**config.mk**
```make
export PLATFORM = sky130hd
export DESIGN_NAME = muldiv_unit
export DESIGN_NICKNAME = d
export VERILOG_FILES = /design/src/rtl/muldiv_unit.sv
export SDC_FILE = /design/constraint.sdc
export NUM_CORES = 1
export LEC_CHECK = 0
export ABC_CLOCK_PERIOD_IN_PS = 3300
export CELL_PAD_IN_SITES_DETAIL_PLACEMENT = 2
export CELL_PAD_IN_SITES_GLOBAL_PLACEMENT = 2
export CORE_MARGIN = 4
export CORE_UTILIZATION = 36
export CTS_CLUSTER_SIZE = 20
export DETAILED_ROUTE_END_ITERATION = 6
export DONT_BUFFER_PORTS = 1
export HOLD_SLACK_MARGIN = 0.06
export PLACE_DENSITY = 0.82
export SLEW_MARGIN = 20
export SYNTH_ARGS = -nofsm -noshare
export SYNTH_HDL_FRONTEND = slang
export SYNTH_SLANG_ARGS = --single-unit
export TNS_END_PERCENT = 1
```
**constraint.sdc**
```tcl
create_clock -name clk_i -period 3.3 [get_ports clk_i]
set_clock_uncertainty 0.1 [all_clocks]
set_input_delay 0.99 -clock clk_i [delete_from_list [all_inputs] [get_ports clk_i]]
set_output_delay 0.99 -clock clk_i [all_outputs]
set_load 0.03 [all_outputs]
```
**src/rtl/muldiv_unit.sv**
```systemverilog
// rtl/muldiv_unit.sv - iterative RV32M multiply/divide unit for the Execute stage
// Shift-add multiply and restoring divide on operand magnitudes, UNROLL bits per cycle.
module muldiv_unit #(
  parameter int DATA_WIDTH     = 32,
  parameter int UNROLL         = 1,
  parameter int REG_ADDR_WIDTH = 5
) (
  input  logic                      clk_i,
  input  logic                      rst_i,
  input  logic                      start_i,
  input  logic [2:0]                funct3_i,
  input  logic [DATA_WIDTH-1:0]     SrcA_i,
  input  logic [DATA_WIDTH-1:0]     SrcB_i,
  input  logic [REG_ADDR_WIDTH-1:0] RdE_i,
  input  logic                      flush_i,
  output logic                      busy_o,
  output logic                      done_o,
  output logic [DATA_WIDTH-1:0]     Result_o,
  output logic [REG_ADDR_WIDTH-1:0] Rd_o,
  output logic                      stall_o
);

  localparam int W  = DATA_WIDTH;
  localparam int N  = DATA_WIDTH / UNROLL;
  localparam int CW = $clog2(N + 1);

  localparam logic [1:0] S_IDLE = 2'd0;
  localparam logic [1:0] S_CALC = 2'd1;
  localparam logic [1:0] S_FIX  = 2'd2;
  localparam logic [1:0] S_DONE = 2'd3;

  localparam logic [W-1:0] MOST_NEG = {1'b1, {(W-1){1'b0}}};

  logic [1:0]                state;
  logic [CW-1:0]             count;
  logic [2:0]                op;
  logic [REG_ADDR_WIDTH-1:0] rd_q;
  logic                      sign_a;
  logic                      sign_b;
  logic [2*W-1:0]            prod;
  logic [2*W-1:0]            mcand;
  logic [W-1:0]              mplier;
  logic [W:0]                rem;

  logic                      a_signed;
  logic                      b_signed;
  logic                      in_sa;
  logic                      in_sb;
  logic                      is_div_in;
  logic                      div_zero;
  logic                      div_ovf;
  logic [W-1:0]              a_mag;
  logic [W-1:0]              b_mag;
  logic [W-1:0]              special_res;

  // Signedness: A is signed for MUL/MULH/MULHSU/DIV/REM, B for all of those but MULHSU.
  always_comb begin
    a_signed    = ~funct3_i[0] | (funct3_i == 3'd1);
    b_signed    = a_signed & (funct3_i != 3'd2);
    in_sa       = a_signed & SrcA_i[W-1];
    in_sb       = b_signed & SrcB_i[W-1];
    a_mag       = in_sa ? -SrcA_i : SrcA_i;
    b_mag       = in_sb ? -SrcB_i : SrcB_i;
    is_div_in   = funct3_i[2];
    div_zero    = is_div_in & (SrcB_i == '0);
    div_ovf     = is_div_in & ~funct3_i[0] & (SrcA_i == MOST_NEG) & (SrcB_i == '1);
    special_res = '0;
    if (div_zero) begin
      special_res = funct3_i[1] ? SrcA_i : '1;
    end else if (div_ovf) begin
      special_res = funct3_i[1] ? '0 : MOST_NEG;
    end
  end

  logic [2*W-1:0] prod_nx;
  logic [2*W-1:0] mcand_nx;
  logic [W-1:0]   mplier_nx;
  logic [W:0]     rem_nx;

  // For divides the quotient shifts in through prod[W-1:0], which starts as the dividend.
  always_comb begin
    prod_nx   = prod;
    mcand_nx  = mcand;
    mplier_nx = mplier;
    rem_nx    = rem;
    for (int u = 0; u < UNROLL; u++) begin
      if (op[2]) begin
        rem_nx           = {rem_nx[W-1:0], prod_nx[W-1]};
        prod_nx[W-1:0]   = {prod_nx[W-2:0], 1'b0};
        if (rem_nx >= {1'b0, mplier}) begin
          rem_nx     = rem_nx - {1'b0, mplier};
          prod_nx[0] = 1'b1;
        end
      end else begin
        if (mplier_nx[0]) begin
          prod_nx = prod_nx + mcand_nx;
        end
        mcand_nx  = mcand_nx << 1;
        mplier_nx = mplier_nx >> 1;
      end
    end
  end

  logic [2*W-1:0] prod_s;
  logic [W-1:0]   quo_s;
  logic [W-1:0]   rem_s;
  logic [W-1:0]   fix_res;

  always_comb begin
    prod_s  = (sign_a ^ sign_b) ? -prod : prod;
    quo_s   = (sign_a ^ sign_b) ? -prod[W-1:0] : prod[W-1:0];
    rem_s   = sign_a ? -rem[W-1:0] : rem[W-1:0];
    fix_res = '0;
    case (op)
      3'd0:                fix_res = prod_s[W-1:0];
      3'd1, 3'd2, 3'd3:    fix_res = prod_s[2*W-1:W];
      3'd4, 3'd5:          fix_res = quo_s;
      default:             fix_res = rem_s;
    endcase
  end

  always_ff @(posedge clk_i or negedge rst_i) begin
    if (!rst_i) begin
      state    <= S_IDLE;
      count    <= '0;
      op       <= '0;
      rd_q     <= '0;
      sign_a   <= 1'b0;
      sign_b   <= 1'b0;
      prod     <= '0;
      mcand    <= '0;
      mplier   <= '0;
      rem      <= '0;
      Result_o <= '0;
      Rd_o     <= '0;
    end else if (flush_i) begin
      state <= S_IDLE;
    end else begin
      case (state)
        S_IDLE: begin
          if (start_i) begin
            op     <= funct3_i;
            rd_q   <= RdE_i;
            sign_a <= in_sa;
            sign_b <= in_sb;
            prod   <= is_div_in ? {{W{1'b0}}, a_mag} : '0;
            mcand  <= {{W{1'b0}}, a_mag};
            mplier <= b_mag;
            rem    <= '0;
            count  <= CW'(N);
            if (div_zero | div_ovf) begin
              Result_o <= special_res;
              Rd_o     <= RdE_i;
              state    <= S_DONE;
            end else begin
              state <= S_CALC;
            end
          end
        end
        S_CALC: begin
          prod   <= prod_nx;
          mcand  <= mcand_nx;
          mplier <= mplier_nx;
          rem    <= rem_nx;
          count  <= count - 1'b1;
          if (count == CW'(1)) begin
            state <= S_FIX;
          end
        end
        S_FIX: begin
          Result_o <= fix_res;
          Rd_o     <= rd_q;
          state    <= S_DONE;
        end
        default: state <= S_IDLE;
      endcase
    end
  end

  assign busy_o  = (state != S_IDLE);
  assign done_o  = (state == S_DONE);
  assign stall_o = ((state == S_IDLE) & start_i & ~flush_i) | (state == S_CALC) | (state == S_FIX);

endmodule

```
# [After elaboration in Yosys (flattened, before gate mapping)]
# Index checks and enable logic that the tools add are counted.
[totals] reg_bits=247 in_bits=76 output_inout_bits=40 word_cells=115
[classes] addsub=8 order_cmp=1 n_eq_ne=21 n_mux=40 bitwise=16 reduce_logical=16
[op_table] cell="$mux W32" count=18
[op_table] cell="$mux W64" count=5
[op_table] cell="$pmux W64 S2" count=2
[op_table] cell="$pmux W32 S2" count=3
[op_table] cell="$neg A32 Y32" count=4
[op_table] cell="$pmux W32 S3" count=1
[op_table] cell="$add A64 B64 Y64" count=1
[op_table] cell="$eq A32 B32 Y1 const B" count=2
[op_table] cell="$neg A64 Y64" count=1
[op_table] cell="$ge A33 B32 Y1" count=1
[op_table] cell="$logic_not A32 Y1" count=1
[op_table] cell="$sub A32 B32 Y32" count=1
[op_table] cell="$reduce_and A4 Y1" count=4
[op_table] cell="$pmux W6 S2" count=1
[op_table] cell="$mux W5" count=2
[op_table] cell="$ne A2 B2 Y1 const B" count=5
[op_table] cell="$pmux W5 S2" count=1
[op_table] cell="$and A1 B1 Y1" count=9
[op_table] cell="$ne A3 B3 Y1 const B" count=3
[op_table] cell="$mux W2" count=4
[op_table] cell="$eq A3 B1 Y1 const B" count=2
[op_table] cell="$eq A3 B2 Y1 const B" count=2
[op_table] cell="$eq A3 B3 Y1 const B" count=2
[op_table] cell="$eq A6 B1 Y1 const B" count=1
[op_table] cell="other kinds (18)" count=26

# [Longest topological paths before layout]
# Gate-level depths: netlist of the first run.
[logic_depth] depth_word=9 ltp_mapped=14 mapped_depth_nobuf=13

# [Worst setup path after synthesis of the first run]
# Ideal clock, no wire load.
[synth_timing] path_type="in2reg" from="input port SrcB_i[10]" to="register Rd_o[0]" setup_time_ns=0.126 arrival_time_ns=3.547 required_time_ns=3.074 path_slack_ns=-0.473 cell_stages=10 n_path_buf=2 path_cell_list="or4_1 -> or3_1 -> nor4_1 -> and4bb_2 -> o21bai_1 -> a31oi_1 -> nor2_1 -> buf_2 -> buf_2 -> a21oi_1"
[synth_via] elab_chain_cells=5 word_cells_on_any_way=7 cone_classes="eq/ne: 2; bitwise: 3; reduce/logical: 2"
[synth_rtl] element="start: declaration" line="13" text="input logic [DATA_WIDTH-1:0] SrcB_i,"
[synth_rtl] element="$eq A32 B32 Y1 or $logic_not A32 Y1 (tied branches)" line="66, 65"
[synth_rtl] element="$and A1 B1 Y1 (on tied branches)" line="66, 65"
[synth_rtl] element="$or A1 B1 Y1 *" line="151" text="if (div_zero | div_ovf) begin"
[synth_rtl] element="$ne A2 B2 Y1 (no source line) *"
[synth_rtl] element="$reduce_and A4 Y1 (no source line) *"
[synth_rtl] element="end signal: assignment" line="153" text="Rd_o <= RdE_i;"
[synth_rtl] element="end signal: assignment" line="172" text="Rd_o <= rd_q;"
[synth_rtl] element="end: declaration" line="19" text="output logic [REG_ADDR_WIDTH-1:0] Rd_o,"
# Mark *: on every way between the ends. The rest lies on a longest branch, timed or not.
# A chain may end at the register's enable or synchronous reset.

# [Final worst setup path of the first run]
[layout_timing] from="register state[1]" to="register prod[24]"
[layout_via] elab_chain_cells=3 word_cells_on_any_way=7 cone_classes="eq/ne: 3; mux: 1; reduce/logical: 3"
[layout_rtl] element="start: declaration" line="34" text="logic [1:0] state;"
[layout_rtl] element="start signal: assignment" line="124" text="state <= S_IDLE;"
[layout_rtl] element="start signal: assignment" line="137" text="state <= S_IDLE;"
[layout_rtl] element="start signal: assignment" line="154" text="state <= S_DONE;"
[layout_rtl] element="$eq A2 B1 Y1 or $logic_not A2 Y1 (tied branches)" line="139" text="case (state)"
[layout_rtl] element="$ne A3 B3 Y1 (no source line), or another cell as far along"
[layout_rtl] element="$reduce_and A4 Y1 (no source line)"
[layout_rtl] element="end signal: assignment" line="146" text="prod <= is_div_in ? {{W{1'b0}}, a_mag} : '0;"
[layout_rtl] element="end signal: assignment" line="161" text="prod <= prod_nx;"
[layout_rtl] element="end: declaration" line="40" text="logic [2*W-1:0] prod;"
# Parallel ways exist; a longest one is shown, timed or not.

==> run_results.csv, run 1 <==
group,metric,value,unit
outcome,outcome,"finished with violations",
outcome,failed_checks,"negative setup slack",
setup_path,critical_path_required,3.65,ns
cts,clock_latency,0.58,ns
sta,max_slew.worst_pin.slew,1.118,ns
power_and_ir_drop,vdd.ir_drop.worst,0.5035,mV
global_routing,overflow,0,
setup_path,arrival_time_worst_endpoint,4.10,ns
synth,mappedNetlistArea,0.02040,mm²
route,drt_drc_violations_left,0,
global_routing,total_grt_usage,0.4075,
layout,drive_gt1_frac,0.2361,
setup_path,r2r-start,"state[1]$_DFFE_PN0P_",
layout,final_nets,3020,
power_and_ir_drop,total_leakage_power,11.64,nW
floorplanning,fp_rows,86,
synth,netlist-cell-type-count,73,
sta,finalSetupViolations,162,
setup_path,element_type_at_the_critical_path_start,"flip-flop",
floorplanning,chipWidth,246.1,µm
global_routing,grt_start_max_net_pins,248,
power_and_ir_drop,power.internal,0.01187,W
global_routing,first_global_vias,27305,
cts,cts_tree,"yes",
synth,synth_top_flop_cell,"sky130_fd_sc_hd__dfrtp_1",
layout,area_growth_syn_to_layout,29.36,%
synth,syn-num-nets,2740,
setup_path,critPathCaptureType,"flip-flop",
route,dr.pass1.iters,7,
synth,synth_enable_flop_cells,0,
setup_path,r2r.worst_path.cells,11,
route,routed_via_density,7.376,
setup_path,timing.critical_path.fanout_max,24,
global_routing,antenna_violations_before_repair,11,
synth,count_of_yosys_warnings_during_synthesis,0,
route,drt-initial-drc-count,3410,
synth,yosysSeqAreaShare,0.3029,
layout,layoutNonFillerInstCount,3610,
route,ant_nets,0,
cts,cts.clk_slew.worst_paths,0.07,ns
setup_path,timing_worst_setup_path_type,"flip-flop to flip-flop",
power_and_ir_drop,clock_power_share,0.154,
power_and_ir_drop,combPwrFrac,0.635,
layout,fillerInstances,5997,
power_and_ir_drop,net-switching-power,0.01475,W
power_and_ir_drop,power_per_cell_area,1009,mW/mm²
cts,cts-root-buf,"sky130_fd_sc_hd__clkbuf_16",
sta,holdWs,0.1795,ns
place,numPortBuffers,0,
synth,syn_area_per_cell,7.983,µm²
global_routing,global_route_wire_length_before_repair,187700,µm
sta,setup_ws,-0.4452,ns
floorplanning,placeableCoreArea,0.05563,mm²
power_and_ir_drop,p_sw_frac,0.5541,
cts,numCtsBuffers,35,
synth,synth.largest_area_cell,"sky130_fd_sc_hd__dfrtp_1",
power_and_ir_drop,seq_power_share,0.211,
place,placedCellCount,3515,
place,placement.setup.worst_slack,-0.6531,ns
sta,timing.max_slew.rel_slack,0.2529,
route,routedWlPerCell,40.19,µm
sta,finalHoldViolCount,0,
sta,layout_min_cycle_time,3.745,ns
synth,post_synth_arst_share,1.000,
hold_path,timing.hold.worst.class,"input port to asynchronous set/reset pin",
cts,clock_sink_count,247,
floorplanning,fp.dieH,246.1,µm
place,hpwlAfterDp,80760,µm
place,finalWeightedCongestion,0.9691,
setup_path,critical_path.reg2reg.endpoint,"prod[24]$_DFFE_PN0P_",
sta,finalMaxSlewViolations,0,
cts,cts_htree_levels,2,
sta,final.period_utilization,1.135,
synth,yosys.cell_count.top_type,"sky130_fd_sc_hd__o21ai_0",
synth,yosys.area.top_type_share,0.3029,
route,vias_post_dr,26629,
route,route.final.wire_length,145100,µm
run,max-cap-violations,0,
cts,maximum_number_of_buffers_from_clock_root_to_sink,3,
synth,synthesized_instance_count,2556,
synth,ys_seq_elements,247,
synth,synthTopCellsByArea,"sky130_fd_sc_hd__dfrtp_1, sky130_fd_sc_hd__o21ai_0, sky130_fd_sc_hd__ha_1",
floorplanning,design.die.area,0.06055,mm²
setup_path,regToRegSetupSlack,-0.45,ns
sta,max_freq,267.0,MHz
floorplanning,num_ports,116,
synth,synth_common_cells,"sky130_fd_sc_hd__o21ai_0, sky130_fd_sc_hd__nand2_1, sky130_fd_sc_hd__dfrtp_1",
sta,rsz0062_at_grt,"yes",
floorplanning,initial_core_util,0.3668,
## worst max-delay path, cell delays in order (launching register included)
cell and delay [ns]:
sky130_fd_sc_hd__dfrtp_2 0.47, sky130_fd_sc_hd__inv_2 0.14, sky130_fd_sc_hd__ha_4 0.40, sky130_fd_sc_hd__inv_1 0.47, sky130_fd_sc_hd__a21boi_0 0.44, sky130_fd_sc_hd__buf_4 0.24, sky130_fd_sc_hd__o21ai_4 0.25, sky130_fd_sc_hd__buf_4 0.35
sky130_fd_sc_hd__a21oi_1 0.23, sky130_fd_sc_hd__o21ai_0 0.17, sky130_fd_sc_hd__a21oi_1 0.21, sky130_fd_sc_hd__nor2_1 0.08
## timing repair
action | in CTS | in global routing
endpoints found under the hold margin | 164 | 71
pin swaps | 35 | 56
endpoints found under the setup margin | 100 | 125
gates resized for setup | 136 | 182
buffers inserted | 16 | 10
gates cloned | 3 | 1
## metrics by stage
stage	cell area, µm²	power, W	TNS [ns]	util
final	26390	0.02662	-32.17	0.4745
after global routing	26390	0.02687	-27.65	0.4743
after CTS	25400	0.02318	-3.234	0.4565
after detailed placement	23670	0.01842	-42.67	0.4254
after global placement	23670	0.01744	-23.44	0.4254
after floorplan	20470	0.01220	-5.181	-
## layout make-up
type	count	area, µm²	area share
clock buffers	48	964.7	0.03655
clock inverters	12	138.9	0.005262
multi-input cells	2084	14650	0.5551
diodes	3	7.507	0.0002844
inverters	75	281.5	0.01067
flip-flops and latches	247	6185	0.2343
well taps	748	935.9	0.03546
repair buffers	393	3231	0.1224
## routing by layer
| layer | up-vias | part of all wire | GRT usage | routed length [µm] |
|---|---|---|---|---|
| li1 | 9946 | - | - | - |
| met1 | 13207 | 0.33 | 0.4562 | 48460 |
| met2 | 2354 | 0.44 | 0.6702 | 63620 |
| met3 | 1112 | 0.11 | 0.1096 | 16030 |
| met4 | 10 | 0.12 | 0.2923 | 16890 |
| met5 | - | 0.00054 | 0 | 78 |
## cells in the final DEF (no fill, tap or decap), drive strengths merged, types with 76 or more instances in the layout
cell   Yosys  routed
buf       19     392
o21ai    302     302
nand2    292     292
dfrtp    247     247
a21oi    211     211
nor2     201     201
xor2     130     130
ha       106     106
xnor2     98      98
inv       75      76
## registers in the layout, summed over array words and instances (netlist names)
| name | cells |
|---|---|
| mplier | 32 |
| mcand | 64 |
| prod | 64 |
| Rd_o | 5 |
| sign_b | 1 |
| op | 3 |
| Result_o | 32 |
| sign_a | 1 |
| count | 6 |
| rd_q | 5 |
| state | 2 |
| rem | 32 |
## worst max-delay path by stage
| stage | start | end | slack [ns] | cells past startpoint |
|---|---|---|---|---|
| CTS | mcand[0]$_DFFE_PN0P_ | prod[60]$_DFFE_PN0P_ | -0.12 | 14 |
| global route | prod[31]$_DFFE_PN0P_ | rem[16]$_DFFE_PN0P_ | -0.46 | 14 |
| floorplan | SrcB_i[10] | Result_o[1]$_DFFE_PN0P_ | -0.13 | 10 |
| finish | state[1]$_DFFE_PN0P_ | prod[24]$_DFFE_PN0P_ | -0.45 | 11 |
| detailed placement | prod[0]$_DFFE_PN0P_ | prod[48]$_DFFE_PN0P_ | -0.65 | 15 |
| global placement | SrcB_i[10] | Result_o[6]$_DFFE_PN0P_ | -0.40 | 11 |
## power by group through the flow
stage / sequential, W / combinational, W / clock, W
2_1_floorplan: 0.00497 / 0.00722 / 0
3_3_place_gp: 0.00527 / 0.0122 / 0
3_5_place_dp: 0.00536 / 0.0131 / 0
4_1_cts: 0.00537 / 0.0139 / 0.00394
5_1_grt: 0.00560 / 0.0171 / 0.00416
6_report: 0.00562 / 0.0169 / 0.00409
## cell families after synthesis
family | Yosys count | share of synthesized area
xor+xnor | 228 | 0.09787
simple gates | 777 | 0.1783
buf+inv | 225 | 0.04182
compound gates | 912 | 0.2826
fa+ha+maj | 108 | 0.06697
flops | 247 | 0.3029
mux | 59 | 0.02944
(Power assumes the default switching activity.)
==> inputs of run 2 (changes only) <==
--- a/config.mk
+++ b/config.mk
@@ -8,11 +8,12 @@
 export ABC_CLOCK_PERIOD_IN_PS = 3300
 export CELL_PAD_IN_SITES_DETAIL_PLACEMENT = 2
 export CELL_PAD_IN_SITES_GLOBAL_PLACEMENT = 2
-export CORE_MARGIN = 4
+export CORE_MARGIN = 2
 export CORE_UTILIZATION = 36
 export CTS_CLUSTER_SIZE = 20
 export DETAILED_ROUTE_END_ITERATION = 6
 export DONT_BUFFER_PORTS = 1
+export GPL_TIMING_DRIVEN = 0
 export HOLD_SLACK_MARGIN = 0.06
 export PLACE_DENSITY = 0.82
 export SLEW_MARGIN = 20
==> run 2 against run 1 <==
Effect of this change: the run still ends with negative setup slack left; die area down 3.2%; routed wire length down 31%; first-iteration DRC count down 53%; clock power down 1%; critical path type unchanged; largest cell class unchanged.
==> run_results.csv, run 2 (synthesized netlist as in run 1, its figures left out) <==
group,metric,value,unit
outcome,outcome,"finished with violations",
outcome,failed_checks,"negative setup slack",
sta,max_slew.worst_pin.slew,1.255,ns
global_routing,grt_start_max_net_pins,248,
route,route.final.wire_length,100200,µm
sta,max_freq,282.7,MHz
route,dr.pass1.iters,6,
global_routing,antenna_violations_before_repair,2,
setup_path,cp.buffers_inverters,1,
layout,layout.cells.most_common,"sky130_fd_sc_hd__nand2_1",
place,finalWeightedCongestion,0.9670,
setup_path,element_type_at_the_critical_path_start,"flip-flop",
cts,cts-root-buf,"sky130_fd_sc_hd__clkbuf_16",
global_routing,overflow,0,
layout,final_cell_mix,"sky130_fd_sc_hd__nand2_1, sky130_fd_sc_hd__o21ai_0, sky130_fd_sc_hd__dfrtp_1",
route,drt-initial-drc-count,1600,
setup_path,timing.critical_path.fanout_max,10,
run,max-cap-violations,0,
cts,cts_tree,"yes",
layout,postLayoutCellArea,0.02392,mm²
power_and_ir_drop,total_leakage_power,9.988,nW
global_routing,first_global_vias,23499,
floorplanning,num_ports,116,
floorplanning,chipWidth,242.1,µm
layout,drive_gt1_frac,0.1211,
cts,cts.clk_slew.worst_paths,0.06,ns
floorplanning,placeableCoreArea,0.05617,mm²
cts,clock_sink_count,247,
cts,maximum_number_of_buffers_from_clock_root_to_sink,3,
sta,layout_min_cycle_time,3.537,ns
layout,layoutNonFillerInstCount,3392,
power_and_ir_drop,power_per_cell_area,935.5,mW/mm²
sta,finalSetupViolations,96,
cts,numCtsBuffers,35,
cts,clock_latency,0.59,ns
global_routing,global_route_wire_length_before_repair,149700,µm
sta,setup_ws,-0.2370,ns
layout,area_growth_syn_to_layout,17.25,%
place,hpwlAfterDp,74620,µm
route,drt_drc_violations_left,0,
floorplanning,fp_rows,87,
layout,post-route-util,0.4259,
hold_path,timing.hold.worst.class,"input port to asynchronous set/reset pin",
sta,rsz0062_at_grt,"yes",
power_and_ir_drop,power,0.02238,W
sta,finalMaxSlewViolations,0,
setup_path,cpLargestDelayFamily,"simple AND/OR/NAND/NOR gates",
sta,final.period_utilization,1.072,
floorplanning,design.die.area,0.05860,mm²
layout,layout_top_registers,"mcand x64, prod x64",
setup_path,critPathCaptureType,"flip-flop",
setup_path,timing_worst_setup_path_type,"flip-flop to flip-flop",
place,numPortBuffers,0,
route,vias_post_dr,21563,
setup_path,critical_path_required,3.64,ns
sta,finalHoldViolCount,0,
global_routing,total_grt_usage,0.3319,
setup_path,crit_path_top_delay_cell,"sky130_fd_sc_hd__or4_4",
sta,fin_tns_setup,-6.876,ns
sta,timing.max_slew.rel_slack,0.1576,
power_and_ir_drop,vdd.ir_drop.worst,0.5330,mV
setup_path,arrival_time_worst_endpoint,3.88,ns
place,placed_area,0.02142,mm²
layout,final_nets,2796,
floorplanning,fp.dieH,242.1,µm
setup_path,cpPeakStageDelay,0.56,ns
route,ant_nets,0,
setup_path,most_frequent_cp_cell,"sky130_fd_sc_hd__or4_4",
floorplanning,initial_core_util,0.3632,
setup_path,crit_path_cell_trace,"or4_4 > or4_4 > or4_4 > buf_12 > nor2_4 > a21oi_2 > xnor2_2 > o221ai_1 > a22oi_2 > a21oi_2",
place,placedCellCount,3312,
route,routed_via_density,6.357,
cts,cts_htree_levels,2,
route,routedWlPerCell,29.54,µm
-- run 2: final cells by class --
cell class                      instances  area [µm²]
Sequential cell                       247        6205
Inverter                               75       290.3
Clock buffer                           43       957.2
Antenna cell                            1       2.502
Timing Repair Buffer                   25       191.4
Multi-Input combinational cell       2084       14410
Buffer                                144       691.9
Tap cell                              756       945.9
Clock inverter                         17       225.2
Fill cell                            6317       32250
-- run 2: worst register-to-register path, stage by stage (launching register included) --
cell and delay [ns]:
sky130_fd_sc_hd__dfrtp_2 0.44, sky130_fd_sc_hd__or4_4 0.57, sky130_fd_sc_hd__or4_4 0.49, sky130_fd_sc_hd__or4_4 0.50, sky130_fd_sc_hd__buf_12 0.19, sky130_fd_sc_hd__nor2_4 0.16
sky130_fd_sc_hd__a21oi_2 0.11, sky130_fd_sc_hd__xnor2_2 0.24, sky130_fd_sc_hd__o221ai_1 0.16, sky130_fd_sc_hd__a22oi_2 0.34, sky130_fd_sc_hd__a21oi_2 0.10
-- run 2: worst paths after layout --
kind	cells past startpoint	slack, ns	start	end
max	10	-0.24	prod[6]$_DFFE_PN0P_	Result_o[1]$_DFFE_PN0P_
min	0	0.02	rst_i	Result_o[19]$_DFFE_PN0P_
max reg2reg	10	-0.24	prod[6]$_DFFE_PN0P_	Result_o[1]$_DFFE_PN0P_
min reg2reg	1	0.42	rd_q[3]$_DFFE_PN0P_	rd_q[3]$_DFFE_PN0P_
max in group asynchronous	0	2.60	rst_i	rem[29]$_DFFE_PN0P_
min in group clk_i	1	0.42	rd_q[3]$_DFFE_PN0P_	rd_q[3]$_DFFE_PN0P_
-- run 2: metal layers --
metal,share of wire,global-route usage,vias to the layer above,wire (µm)
met3,0.046,0.05694,311,4626
met1,0.40,0.3861,11053,40080
met4,0.076,0.2257,2,7647
met5,0.00013,0,-,13
li1,-,-,9518,-
met2,0.48,0.5593,679,47840
-- run 2: power by group --
group          leakage [nW]  switching (W)  internal [W]  total, W
Combinational          6.22        0.00857       0.00414    0.0127
Clock                 0.567        0.00164       0.00239   0.00403
Sequential             3.20        0.00171       0.00393   0.00564
-- run 2: repair_timing --
action,in CTS,in global routing
pin swaps,39,24
endpoints found under the setup margin,233,151
setup buffers,19,6
resized for setup,194,110
hold endpoints to repair,247,120
-- run 2: stage by stage --
| stage | worst slack (ns) | hold WS [ns] |
|---|---|---|
| after floorplan | -0.1265 | 0.3642 |
| after global placement | -1.842 | 0.3863 |
| after detailed placement | -1.991 | 0.3968 |
| after CTS | -0.2832 | 0.002048 |
| after global routing | -0.3196 | 0.007916 |
| final | -0.2370 | 0.02448 |
